## src/rtl/mux_sched_pkg.sv

```systemverilog
// Shared constants, FSM state type and helpers for the round-robin mux scheduler.
package mux_sched_pkg;

    localparam int unsigned N_REQ = 4;
    localparam int unsigned SEL_W = 2;

    typedef enum logic {
        IDLE  = 1'b0,
        GRANT = 1'b1
    } sched_state_t;

    function automatic logic [N_REQ-1:0] onehot4(input logic [SEL_W-1:0] idx);
        onehot4 = N_REQ'(1) << idx;
    endfunction

endpackage

```

## src/rtl/rr_pick4.sv

```systemverilog
// Cyclic first-set-bit finder: returns the first asserted req at or after start.
module rr_pick4
    import mux_sched_pkg::*;
(
    input  logic [N_REQ-1:0] req,
    input  logic [SEL_W-1:0] start,
    output logic             found,
    output logic [SEL_W-1:0] idx
);

    logic [SEL_W-1:0] cand;

    // Scan from the farthest offset down so the nearest requester wins last.
    always_comb begin
        found = 1'b0;
        idx   = start;
        cand  = start;
        for (int j = N_REQ - 1; j >= 0; j--) begin
            cand = start + SEL_W'(j);
            if (req[cand]) begin
                found = 1'b1;
                idx   = cand;
            end
        end
    end

endmodule

```

## src/rtl/mux_rr_sched.sv

```systemverilog
// Round-robin scheduler sharing a registered 4:1 mux-and-flop between four requesters,
// with a per-grant burst limit and back-to-back owner handoff.
module mux_rr_sched
    import mux_sched_pkg::*;
#(
    parameter int unsigned MAX_BURST = 4
) (
    input  logic             clk,
    input  logic             reset,
    input  logic [N_REQ-1:0] req,
    input  logic [N_REQ-1:0] din,
    output logic [N_REQ-1:0] gnt,
    output logic [SEL_W-1:0] sel,
    output logic             q,
    output logic             q_valid,
    output logic [SEL_W-1:0] q_src
);

    localparam int unsigned CNT_W = (MAX_BURST > 1) ? $clog2(MAX_BURST) : 1;
    localparam logic [CNT_W-1:0] LAST_BEAT = CNT_W'(MAX_BURST - 1);

    sched_state_t     state;
    logic [CNT_W-1:0] cnt;
    logic [SEL_W-1:0] ptr;

    logic             beat;
    logic             handoff;
    logic [SEL_W-1:0] start;
    logic             found;
    logic [SEL_W-1:0] win;

    // Owner is sel while in GRANT; a handoff searches from the slot after it.
    always_comb begin
        beat    = 1'b0;
        handoff = 1'b0;
        start   = ptr;
        if (state == GRANT) begin
            beat    = req[sel];
            handoff = !req[sel] || (cnt == LAST_BEAT);
            start   = sel + SEL_W'(1);
        end
    end

    rr_pick4 u_pick (
        .req   (req),
        .start (start),
        .found (found),
        .idx   (win)
    );

    always_ff @(posedge clk) begin
        if (reset) begin
            state   <= IDLE;
            gnt     <= '0;
            sel     <= '0;
            q       <= 1'b0;
            q_valid <= 1'b0;
            q_src   <= '0;
            cnt     <= '0;
            ptr     <= '0;
        end else begin
            unique case (state)
                IDLE: begin
                    q_valid <= 1'b0;
                    if (found) begin
                        state <= GRANT;
                        gnt   <= onehot4(win);
                        sel   <= win;
                        cnt   <= '0;
                    end
                end
                GRANT: begin
                    if (beat) begin
                        q       <= din[sel];
                        q_src   <= sel;
                        q_valid <= 1'b1;
                        cnt     <= cnt + CNT_W'(1);
                    end else begin
                        q_valid <= 1'b0;
                    end
                    // Handoff goes straight to the next owner when one is waiting.
                    if (handoff) begin
                        ptr <= sel + SEL_W'(1);
                        cnt <= '0;
                        if (found) begin
                            gnt <= onehot4(win);
                            sel <= win;
                        end else begin
                            state <= IDLE;
                            gnt   <= '0;
                        end
                    end
                end
                default: state <= IDLE;
            endcase
        end
    end

endmodule

```

## config.mk

```make
export PLATFORM = sky130hd
export DESIGN_NAME = mux_rr_sched
export DESIGN_NICKNAME = d
export VERILOG_FILES = /design/src/rtl/mux_sched_pkg.sv /design/src/rtl/rr_pick4.sv /design/src/rtl/mux_rr_sched.sv
export SDC_FILE = /design/constraint.sdc
export NUM_CORES = 1
export LEC_CHECK = 0
export CELL_PAD_IN_SITES_DETAIL_PLACEMENT = 1
export CELL_PAD_IN_SITES_GLOBAL_PLACEMENT = 1
export CORE_ASPECT_RATIO = 1.25
export CORE_UTILIZATION = 35
export CTS_BUF_LIST = sky130_fd_sc_hd__clkbuf_16
export CTS_CLUSTER_DIAMETER = 30
export DETAILED_ROUTE_END_ITERATION = 12
export PLACE_DENSITY = 0.77
export SLEW_MARGIN = 25
export SYNTH_ARGS = -nofsm -noshare
export SYNTH_HDL_FRONTEND = slang
export SYNTH_SLANG_ARGS = --single-unit
```

## constraint.sdc

```tcl
create_clock -name clk -period 2.3 [get_ports clk]
set_clock_uncertainty 0.05 [all_clocks]
set_input_delay 0.23 -clock clk [delete_from_list [all_inputs] [get_ports clk]]
set_output_delay 0.23 -clock clk [all_outputs]
set_load 0.01 [all_outputs]
```

# Word level (Yosys, flattened, before mapping)
# Cells that the tools add are included.
[totals] ff_bits=15 input_bits=10 output_inout_bits=10 elab_cells=69
[op_classes] addsub=5 n_lt_le_gt_ge=5 n_eq_ne=4 shift=1 n_mux=39 bitwise=1 reduce_logical=6
[op_table] operator="$mux W2" n=10
[op_table] operator="$lt A2 B3 Y1 const B" n=5
[op_table] operator="$mux W1" n=15
[op_table] operator="$bmux W1 S2" n=6
[op_table] operator="$mux W4" n=3
[op_table] operator="$pmux W2 S2" n=2
[op_table] operator="$pmux W4 S2" n=1
[op_table] operator="$reduce_and A2 Y1" n=4
[op_table] operator="$add A2 B1 Y2 const B" n=3
[op_table] operator="$add A2 B2 Y2 const B" n=2
[op_table] operator="$pmux W1 S2" n=2
[op_table] operator="$shl A1 B2 Y4 const A" n=1
[op_table] operator="$ne A3 B1 Y1 const B" n=1
[op_table] operator="$eq A2 B2 Y1 const B" n=1
[op_table] operator="$ne A2 B1 Y1 const B" n=1
[op_table] operator="$ne A2 B2 Y1 const B" n=1
[op_table] operator="$logic_not A1 Y1" n=1
[op_table] operator="$logic_or A1 B1 Y1" n=1
[op_table] operator="$not A1 Y1" n=1

# Logic depth before layout (Yosys ltp)
# Gate-level depths: netlist (run 1).
[logic_depth] ltp_word=13 depth_mapped=7 mapped_depth_nobuf=6

# Modules after synthesis
# A second synthesis (run 1) with hierarchy kept.
[unflattened] cells_unflattened=88 hier_area_um2=780.7
[by_module_without_submodules] mod="mux_rr_sched" instances=1 cells_per_inst=72 area_per_inst_um2=680.7
[by_module_without_submodules] mod="rr_pick4" instances=1 cells_per_inst=16 area_per_inst_um2=100.1

# Least setup slack after synthesis (run 1)
# Ideal clock, no wire load.
[synth_timing] kind="reg-to-reg" from="register sel[0]" to="register gnt[3]" setup_ps=66 arrival_time_ps=1905 required_ps=2184 slack_ps=279 path_stages_with_launch=6 period_less_slack_ps=2021 path_cell_list="dfxtp_1 -> mux4_2 -> a31oi_1 -> o211ai_1 -> or3b_1 -> a21oi_2"
[synth_via] elab_chain_len=13 elab_cells_between_ends=34 classes_between="4 x add/sub; 2 x eq/ne; 1 x shift; 24 x mux; 3 x reduce/logical"
[synth_lines] element="start: declaration" line_no="mux_rr_sched.sv:13" text="output logic [SEL_W-1:0] sel,"
[synth_lines] element="start signal: assignment" line_no="mux_rr_sched.sv:68" text="sel <= win;"
[synth_lines] element="start signal: assignment" line_no="mux_rr_sched.sv:87" text="sel <= win;"
[synth_lines] element="$add A2 B1 Y2" line_no="mux_rr_sched.sv:40" text="start = sel + SEL_W'(1);"
[synth_lines] element="$mux W2" line_no="mux_rr_sched.sv:37" text="if (state == GRANT) begin"
[synth_lines] element="$add A2 B2 Y2" line_no="rr_pick4.sv:19" text="cand = start + SEL_W'(j);"
[synth_lines] element="$bmux W1 S2" line_no="rr_pick4.sv:20" text="if (req[cand]) begin"
[synth_lines] element="$mux W1 (not written as such)" line_no="rr_pick4.sv:20"
[synth_lines] element="$mux W2 (4 in series)" line_no="rr_pick4.sv:20"
[synth_lines] element="$shl A1 B2 Y4" line_no="mux_sched_pkg.sv:13" text="onehot4 = N_REQ'(1) << idx;"
[synth_lines] element="$mux W4" line_no="mux_rr_sched.sv:85" text="if (found) begin"
[synth_lines] element="$mux W4" line_no="mux_rr_sched.sv:82" text="if (handoff) begin"
[synth_lines] element="$pmux W4 S2" line_no="mux_rr_sched.sv:62" text="unique case (state)"
[synth_lines] element="end signal: assignment" line_no="mux_rr_sched.sv:67" text="gnt <= onehot4(win);"
[synth_lines] element="end signal: assignment" line_no="mux_rr_sched.sv:86" text="gnt <= onehot4(win);"
[synth_lines] element="end: declaration" line_no="mux_rr_sched.sv:12" text="output logic [N_REQ-1:0] gnt,"
# Parallel ways exist; a longest one is shown, timed or not. The select of a mux whose other input is x is not followed.
# A chain may end at the register's enable or synchronous reset.

# Worst setup path after layout (run 1)
# Ends and elaborated chain as after synthesis.

==> run summary, run 1 <==
The tools report the startpoint of the tightest hold check path as q_src[0]. Synthesis produced a netlist whose cell count is 97. The run gives 0 as the final hold violation count.

The distinct cell type count of the synthesized netlist was 43. The number of flops mapped to enable cells by yosys is 0. The die covers 2620 µm². The tools report the final cell utilization of the core as 0.540. The tool flagged a number of max-cap violations equal to 0. The worst hold path belongs to the class reg -> reg. The number of buffers and inverters on the critical path is 0. The starting density of the core was 0.379. The tools report the share of total power in combinational logic as 0.266. Power density over the cells: 737 nW/µm². Number of buffers inserted by port buffering: 19.

In this design, the stage delay of the slowest critical-path cell is 0.57 ns. The final layout net count is 138, and the chip height is 57 µm. Routability-driven placement finished with a final weighted congestion of 0.841. For the final-report max-slew violation count, the log shows 0. 20 I/O pins were placed. After clock tree synthesis, the clock-pin slew on the worst setup and hold paths is 0.05 ns. The type of the worst setup path was reg -> reg.

After legalization and detailed placement, the total HPWL measured 1740 µm. The cell class contributing the biggest share of worst-path delay was multiplexers. The slowest stage of the critical path is the sky130_fd_sc_hd__mux4_2 cell. No sink is reached through more buffers than the 2 on the longest clock path. The total negative setup slack is 0 ns.

The fraction of the cycle the final worst path needs works out to 0.918. The arrival time at the worst endpoint was 2.24 ns. TritonCTS built the clock tree.

The number of setup violations in the final report is 0, and the number of optimization iterations in the first detailed-route pass is 4. The post-synthesis sequential element count is 15. The worst setup path is captured at a flip-flop.

The origin of the worst setup path is sel[0]. The first routing iteration left 19 violations. Worst endpoint required time: 2.42 ns. Kind of start point of the critical path: a flip-flop. The final critical-path required period came out at 2.11 ns. The share of post-route cells with drive strength above 1 works out to 0.143. The width of the chip is 46 µm. The switching power as a share of total power came out at 0.272.

The critical path ends at gnt[3]. First-pass GRT wire length: 3710 µm. The share of the synthesized area in the top cell type works out to 0.355. Dividing the detail-routed wire length by the instance count gives 14.4 µm. The tools report the clock latency reported for the late side of the worst-skew pair as 0.24 ns. The logs give 861 for the via count of the first global-routing pass and 0 for the number of antenna violations at the first check in global routing. In this run the standard cell core region covers 2230 µm².

Most frequently used flop master after synthesis: sky130_fd_sc_hd__dfxtp_1. The sequential element share of the synthesized area was 0.355. The most frequently used cell type in the post-synthesis netlist is sky130_fd_sc_hd__dfxtp_1. The repair_antennas step left the layout with diodes totalling 0. The tools report the source of the worst register-to-register timing path as sel[0]. The logs give 0.362 mV for the maximum vdd ir drop and 0.000242 W for the net switching power figure. The cell area that synthesis handed to floorplanning was 847 µm². The number of rows in the core area is 19. Post-CTS repair changed the size of 0 cells.

Entering global routing, the biggest net connects 17 pins. CTS root buffer: sky130_fd_sc_hd__clkbuf_16. For the final wirelength, the log shows 2270 µm. The critical path goes through mux4_2 > a31oi_1 > o211ai_1 > or3b_1 > a21oi_2. The path length in cells of the critical path works out to 5. Of all cell types, the one taking the most synthesized area is sky130_fd_sc_hd__dfxtp_1. Buffers inserted to repair hold after CTS numbered 0. The total overflow left after global routing is 0.

For this run, design rule violations remaining after detail routing come to 0. For the leakage power figure, the log shows 0.456 nW. Yosys attributes the largest share of cell area to sky130_fd_sc_hd__dfxtp_1, sky130_fd_sc_hd__nor2_1, sky130_fd_sc_hd__nand2_1. At the pin with the least slew margin, the transition time is 0.560 ns.

The tools report the clock share of power as 0.375. Maximum fanout count along the critical path: 8. The synthesis-to-layout area growth is 42.5%. The remaining antenna violation count came out at 0.

The number of cells on the worst reg-to-reg path is 5. The worst slew margin relative to its limit came out at 0.626. For the overall track demand over capacity in global routing, the log shows 0.196. The vias per cell came out at 5.56.

Setup slack on the worst reg-to-reg path comes out at 0.19 ns. Synthesis produced a netlist with a net count of 108. Once the clock tree was built, the setup fixing pass inserted 0 buffers. For this run, the top clock speed supported by timing is 473 MHz. The async set or reset register ratio after synthesis was 0. The run finished with clean final reports. The routed layout has 873 vias. For the sequential share of power, the log shows 0.360.

By count the netlist is led by sky130_fd_sc_hd__dfxtp_1, sky130_fd_sc_hd__nor2_1, sky130_fd_sc_hd__nand2_1. A synthesized cell averages 8.73 µm². The tools report the count of H-tree levels built during CTS as 1. Setup repair after global routing left no endpoint under its margin. Counting the buffers created by CTS gives 3. Yosys printed 0 warnings. Cell internal power was estimated by the tool at 0.000648 W. The endpoint identified for the worst register-to-register timing path is gnt[3]. The tree built by TritonCTS fans out to 15 sinks.
## worst register-to-register path, cell delays in order (launching register included)
cell	delay [ns]
sky130_fd_sc_hd__dfxtp_1	0.53
sky130_fd_sc_hd__mux4_2	0.57
sky130_fd_sc_hd__a31oi_1	0.23
sky130_fd_sc_hd__o211ai_1	0.16
sky130_fd_sc_hd__or3b_1	0.39
sky130_fd_sc_hd__a21oi_2	0.11
## area by class of cell
cell class | count | area (µm²)
Clock buffer | 3 | 75.1
Fill cell | 281 | 1030
Clock inverter | 1 | 3.75
Tap cell | 31 | 38.8
Multi-Input combinational cell | 74 | 505
Timing Repair Buffer | 30 | 273
Inverter | 3 | 11.3
Sequential cell | 15 | 300
## state kept, by name, indices dropped and copies added, names as in the netlist
name and flops:
cnt 2, state 1, q_valid 1, q_src 2, sel 2, gnt 4
q 1, ptr 2
## stage by stage
stage,std cells,hold WS (ns),power [W],area (µm²),worst slack (ns)
floorplan,97,0.242,0.000451,847,0.279
global route,157,0.430,0.000932,1210,0.0199
detailed placement,153,0.403,0.000561,1130,0.0579
CTS,157,0.410,0.000897,1210,0.175
finish,157,0.406,0.000890,1210,0.188
global placement,153,0.392,0.000553,1130,0.106
## cells in the final DEF, fill, tap and decap left out, types with 3 or more instances in the layout
master,n
sky130_fd_sc_hd__inv_1,4
sky130_fd_sc_hd__nor2_1,11
sky130_fd_sc_hd__clkbuf_16,3
sky130_fd_sc_hd__a211oi_1,3
sky130_fd_sc_hd__o21ai_0,4
sky130_fd_sc_hd__nand2_1,9
sky130_fd_sc_hd__buf_4,11
sky130_fd_sc_hd__nand2b_1,4
sky130_fd_sc_hd__a21oi_1,5
sky130_fd_sc_hd__nand3b_1,4
sky130_fd_sc_hd__clkdlybuf4s50_1,19
sky130_fd_sc_hd__dfxtp_1,15
sky130_fd_sc_hd__o211ai_1,3
## worst min path at each step
stage / end / cells past startpoint
final: q_src[0] / 2
after global routing: q_src[1] / 2
after CTS: q_src[0] / 2
after detailed placement: q_src[0] / 2
after global placement: q_src[1] / 2
after floorplan: gnt[3] / 1
## routing by layer
metal,share of wire,track usage,up-vias
met5,0,0,-
met4,0.041,0.168,0
met3,0.031,0.0222,9
met2,0.51,0.310,29
met1,0.42,0.224,417
li1,-,-,418
## logic make-up after synthesis
logic type	Yosys count	share of synthesized area
flops	15	0.355
fa+ha+maj	2	0.0266
xor+xnor	1	0.0192
buf+inv	8	0.0487
compound gates	28	0.235
mux	4	0.0812
simple gates	39	0.235
## power by group through the flow
| stage | Combinational [W] | Clock, W | Sequential [W] |
|---|---|---|---|
| finish | 0.000237 | 0.000333 | 0.000320 |
| global route | 0.000258 | 0.000350 | 0.000324 |
| CTS | 0.000238 | 0.000340 | 0.000320 |
| detailed placement | 0.000236 | 0 | 0.000325 |
| global placement | 0.000229 | 0 | 0.000324 |
| floorplan | 0.000136 | 0 | 0.000315 |
Power figures use the tool's default switching activity.
==> run 2, diff against run 1 <==
==> constraint.sdc (replaced) <==
create_clock -name clk -period 2.3 [get_ports clk]
set_clock_uncertainty 0.05 [all_clocks]
set_input_delay 0.46 -clock clk [delete_from_list [all_inputs] [get_ports clk]]
set_output_delay 0.46 -clock clk [all_outputs]
set_load 0.01 [all_outputs]
==> run 2 against run 1 <==
  * Wire length rose by 6.3%
  * Register-to-register slack improved by 0.08 ns
  * Combinational power rose by 7%
  * Worst setup slack got worse by 0.10 ns
  * Cell area rose by 3.9%
  * Flip-flop and latch count did not move
  * Sequential power barely moved
  * Clock power barely moved
==> run summary, run 2 (synthesis results as in run 1) <==
TritonCTS built the clock tree. The starting density of the core was 0.379 (unchanged). The library cells used most frequently in the layout, excluding fill and tap cells, are sky130_fd_sc_hd__clkdlybuf4s50_1, sky130_fd_sc_hd__dfxtp_1, sky130_fd_sc_hd__buf_4, sky130_fd_sc_hd__nor2_1, sky130_fd_sc_hd__nand2_1. The run gives 0 (unchanged) as the buffers inserted during post-CTS setup optimization. The vias per cell was 5.34 (-4.0%).

The run gives 3 (unchanged) as the number of buffers created by CTS. The total of fill cells in the finished design is 289 (+2.8%), and the number of instances on the worst hold path is 2 (unchanged). For the residual DRC count, the log shows 0 (unchanged). The tools report the kind of start point of the critical path as an input port. For the cts-stage hold buffer count, the log shows 0 (unchanged).

The worst setup path is captured at a flip-flop. Clock sink total: 15 (unchanged). The run gives 1 (unchanged) as the count of H-tree levels built during CTS.

The root buffer cell chosen for the clock tree is sky130_fd_sc_hd__clkbuf_16. The power density over the cells was 721 nW/µm² (-2.1%); the weighted congestion at the end of routability-driven global placement was 0.805 (-4.2%). The synthesis-to-layout area growth was 48.2%. Via count of the first global-routing pass: 936 (+8.7%). The first-pass GRT wire length was 4050 µm (+9.3%); the number of flip-flops under the largest register name was 4 (unchanged). Setup repair after global routing left no endpoint under its margin.

The total negative setup slack was 0 ns (unchanged); the clock input transition at the sequential cells of the worst setup and hold paths was 0.05 ns (about the same). The tools report the final worst-path setup slack as 0.0830 ns (-0.105 ns). The transition time at the pin with the least slew margin came out at 0.623 ns (+0.0632 ns). The final hold violation count was 0 (unchanged). The I/O pin count came out at 20 (unchanged). HPWL after detailed placement: 1860 µm (+6.9%). The number of buffers between clock root and the deepest sink is 2 (unchanged), and the worst slew margin relative to its limit is 0.581 (-0.0448). The width of the chip works out to 46 µm (unchanged). The area occupied by multi-input gates is 520 µm² (+3.0%), and the chip height is 57 µm (unchanged). The number of antenna violations at the first check in global routing was 0 (unchanged); the clock latency reported for the late side of the worst-skew pair was 0.25 ns (about the same). Final critical-path required period: 2.22 ns (+0.105 ns). The number of buffers inserted by port buffering was 19 (unchanged); the violation count after the first detailed-routing iteration was 13 (-6).

The worst hold path begins at gnt[1]. The tools report the area of the core as 2230 µm² (unchanged). The area occupied by registers was 300 µm² (unchanged); the routed length per instance was 15.0 µm (+3.7%).

Pin count of the biggest net entering global routing: 16 (-1). Leakage power figure: 0.487 nW (+6.7%). The most common library cell in the layout ignoring fill and taps is sky130_fd_sc_hd__clkdlybuf4s50_1.

The logs give 0.344 mV (-4.9%) for the maximum vdd ir drop and 0.213 (+0.0170) for the overall track demand over capacity in global routing. The register with the most flip-flops in the final layout is gnt. For the total via count after detailed routing, the log shows 859 (-1.6%). The final wirelength came out at 2410 µm (+6.3%). The arrival time at the worst endpoint came out at 2.35 ns (+0.11 ns). Total placed instance area: 1160 µm² (+2.7%). The share of post-route cells with drive strength above 1 came out at 0.177 (+0.0341). The fraction of the cycle the final worst path needs was 0.964 (+0.0456); the worst slack at placement was -0.238 ns (-0.296 ns). The worst endpoint required time was 2.44 ns (+0.02 ns). The worst register-to-register path begins at sel[0]. The path depth of the worst reg2reg path is 5 (unchanged). The remaining antenna violation count is 0 (unchanged). Type of the worst setup path: in -> reg. The logs give 451 MHz (-4.7%) for the highest clock rate and 4 (unchanged) for the number of optimization iterations in the first detailed-route pass. The run finished with clean final reports.

The cell area after layout is 1250 µm² (+3.9%), and the global-route congestion overflow total is 0 (unchanged). The number of setup violations in the final report came out at 0 (unchanged). The worst min-delay path category is reg -> reg. The total die area was 2620 µm² (unchanged); the number of maximum-capacitance constraint violations was 0 (unchanged). The final-report max-slew violation count is 0 (unchanged). The maximum fanout count along the critical path was 4 (-4); the worst slack on hold paths was 0.403 ns (-0.00349 ns). Final layout net count: 142 (+2.9%). The origin of the worst setup path was req[1]. The count of inserted antenna diode cells was 0 (unchanged). The number of rows in the core area came out at 19 (unchanged).
-- run 2: cell types whose count changed in the layout (fill, tap and decap cells not counted) --
cell                              before  now
sky130_fd_sc_hd__a21boi_0              1    0
sky130_fd_sc_hd__a21boi_1              0    1
sky130_fd_sc_hd__a31oi_1               1    0
sky130_fd_sc_hd__a31oi_4               0    1
sky130_fd_sc_hd__buf_4                11   15
sky130_fd_sc_hd__clkdlybuf4s50_1      19   18
sky130_fd_sc_hd__dlymetal6s2s_1        0    1
-- run 2: critical path: stages --
cell and delay, ns:
sky130_fd_sc_hd__clkdlybuf4s50_1 0.47, sky130_fd_sc_hd__mux4_2 0.53, sky130_fd_sc_hd__a31oi_4 0.23, sky130_fd_sc_hd__o211ai_1 0.16, sky130_fd_sc_hd__or3b_1 0.39, sky130_fd_sc_hd__a21oi_2 0.11
-- run 2: timing repair --
item,CTS,global route
gates resized for setup,0,4
setup endpoints to repair,0,2
endpoints found under the hold margin,0,0
-- run 2: final cells by class --
class                           instances  area share
Timing Repair Buffer                   34       0.243
Inverter                                3     0.00897
Sequential cell                        15       0.239
Multi-Input combinational cell         74       0.415
Clock buffer                            3      0.0598
Tap cell                               31      0.0309
Clock inverter                          1     0.00299
-- run 2: per-stage QoR --
stage,util,std cells,power [W]
2_1_floorplan,-,97,0.000451
3_3_place_gp,0.518,157,0.000559
3_5_place_dp,0.518,157,0.000570
4_1_cts,0.554,161,0.000904
5_1_grt,0.562,161,0.000946
6_report,0.562,161,0.000905
-- run 2: power by group --
part	internal, W	total [W]	switching [W]
logic	0.000141	0.000253	0.000113
clock network	0.000230	0.000335	0.000105
registers	0.000286	0.000317	0.0000309
total	0.000657	0.000905	0.000248
-- run 2: routing by layer --
layer	part of all wire	vias to the layer above	GRT usage
li1	-	428	-
met1	0.41	411	0.232
met2	0.55	14	0.384
met3	0.017	6	0.0285
met4	0.024	0	0.101
met5	0	-	0
-- run 2: worst paths after layout --
kind | endpoint | slack [ns]
worst max-delay path | gnt[3] | 0.08
worst max register to register | gnt[3] | 0.27
worst min-delay path | gnt[1] | 0.40
worst min register to register | gnt[1] | 0.40
==> run 3, diff against run 2 <==
Settings changed: ABC_CLOCK_PERIOD_IN_PS set to 2300.
==> results of run 3 <==
No change in the layout: final DEF, timing and power equal those of run 2.
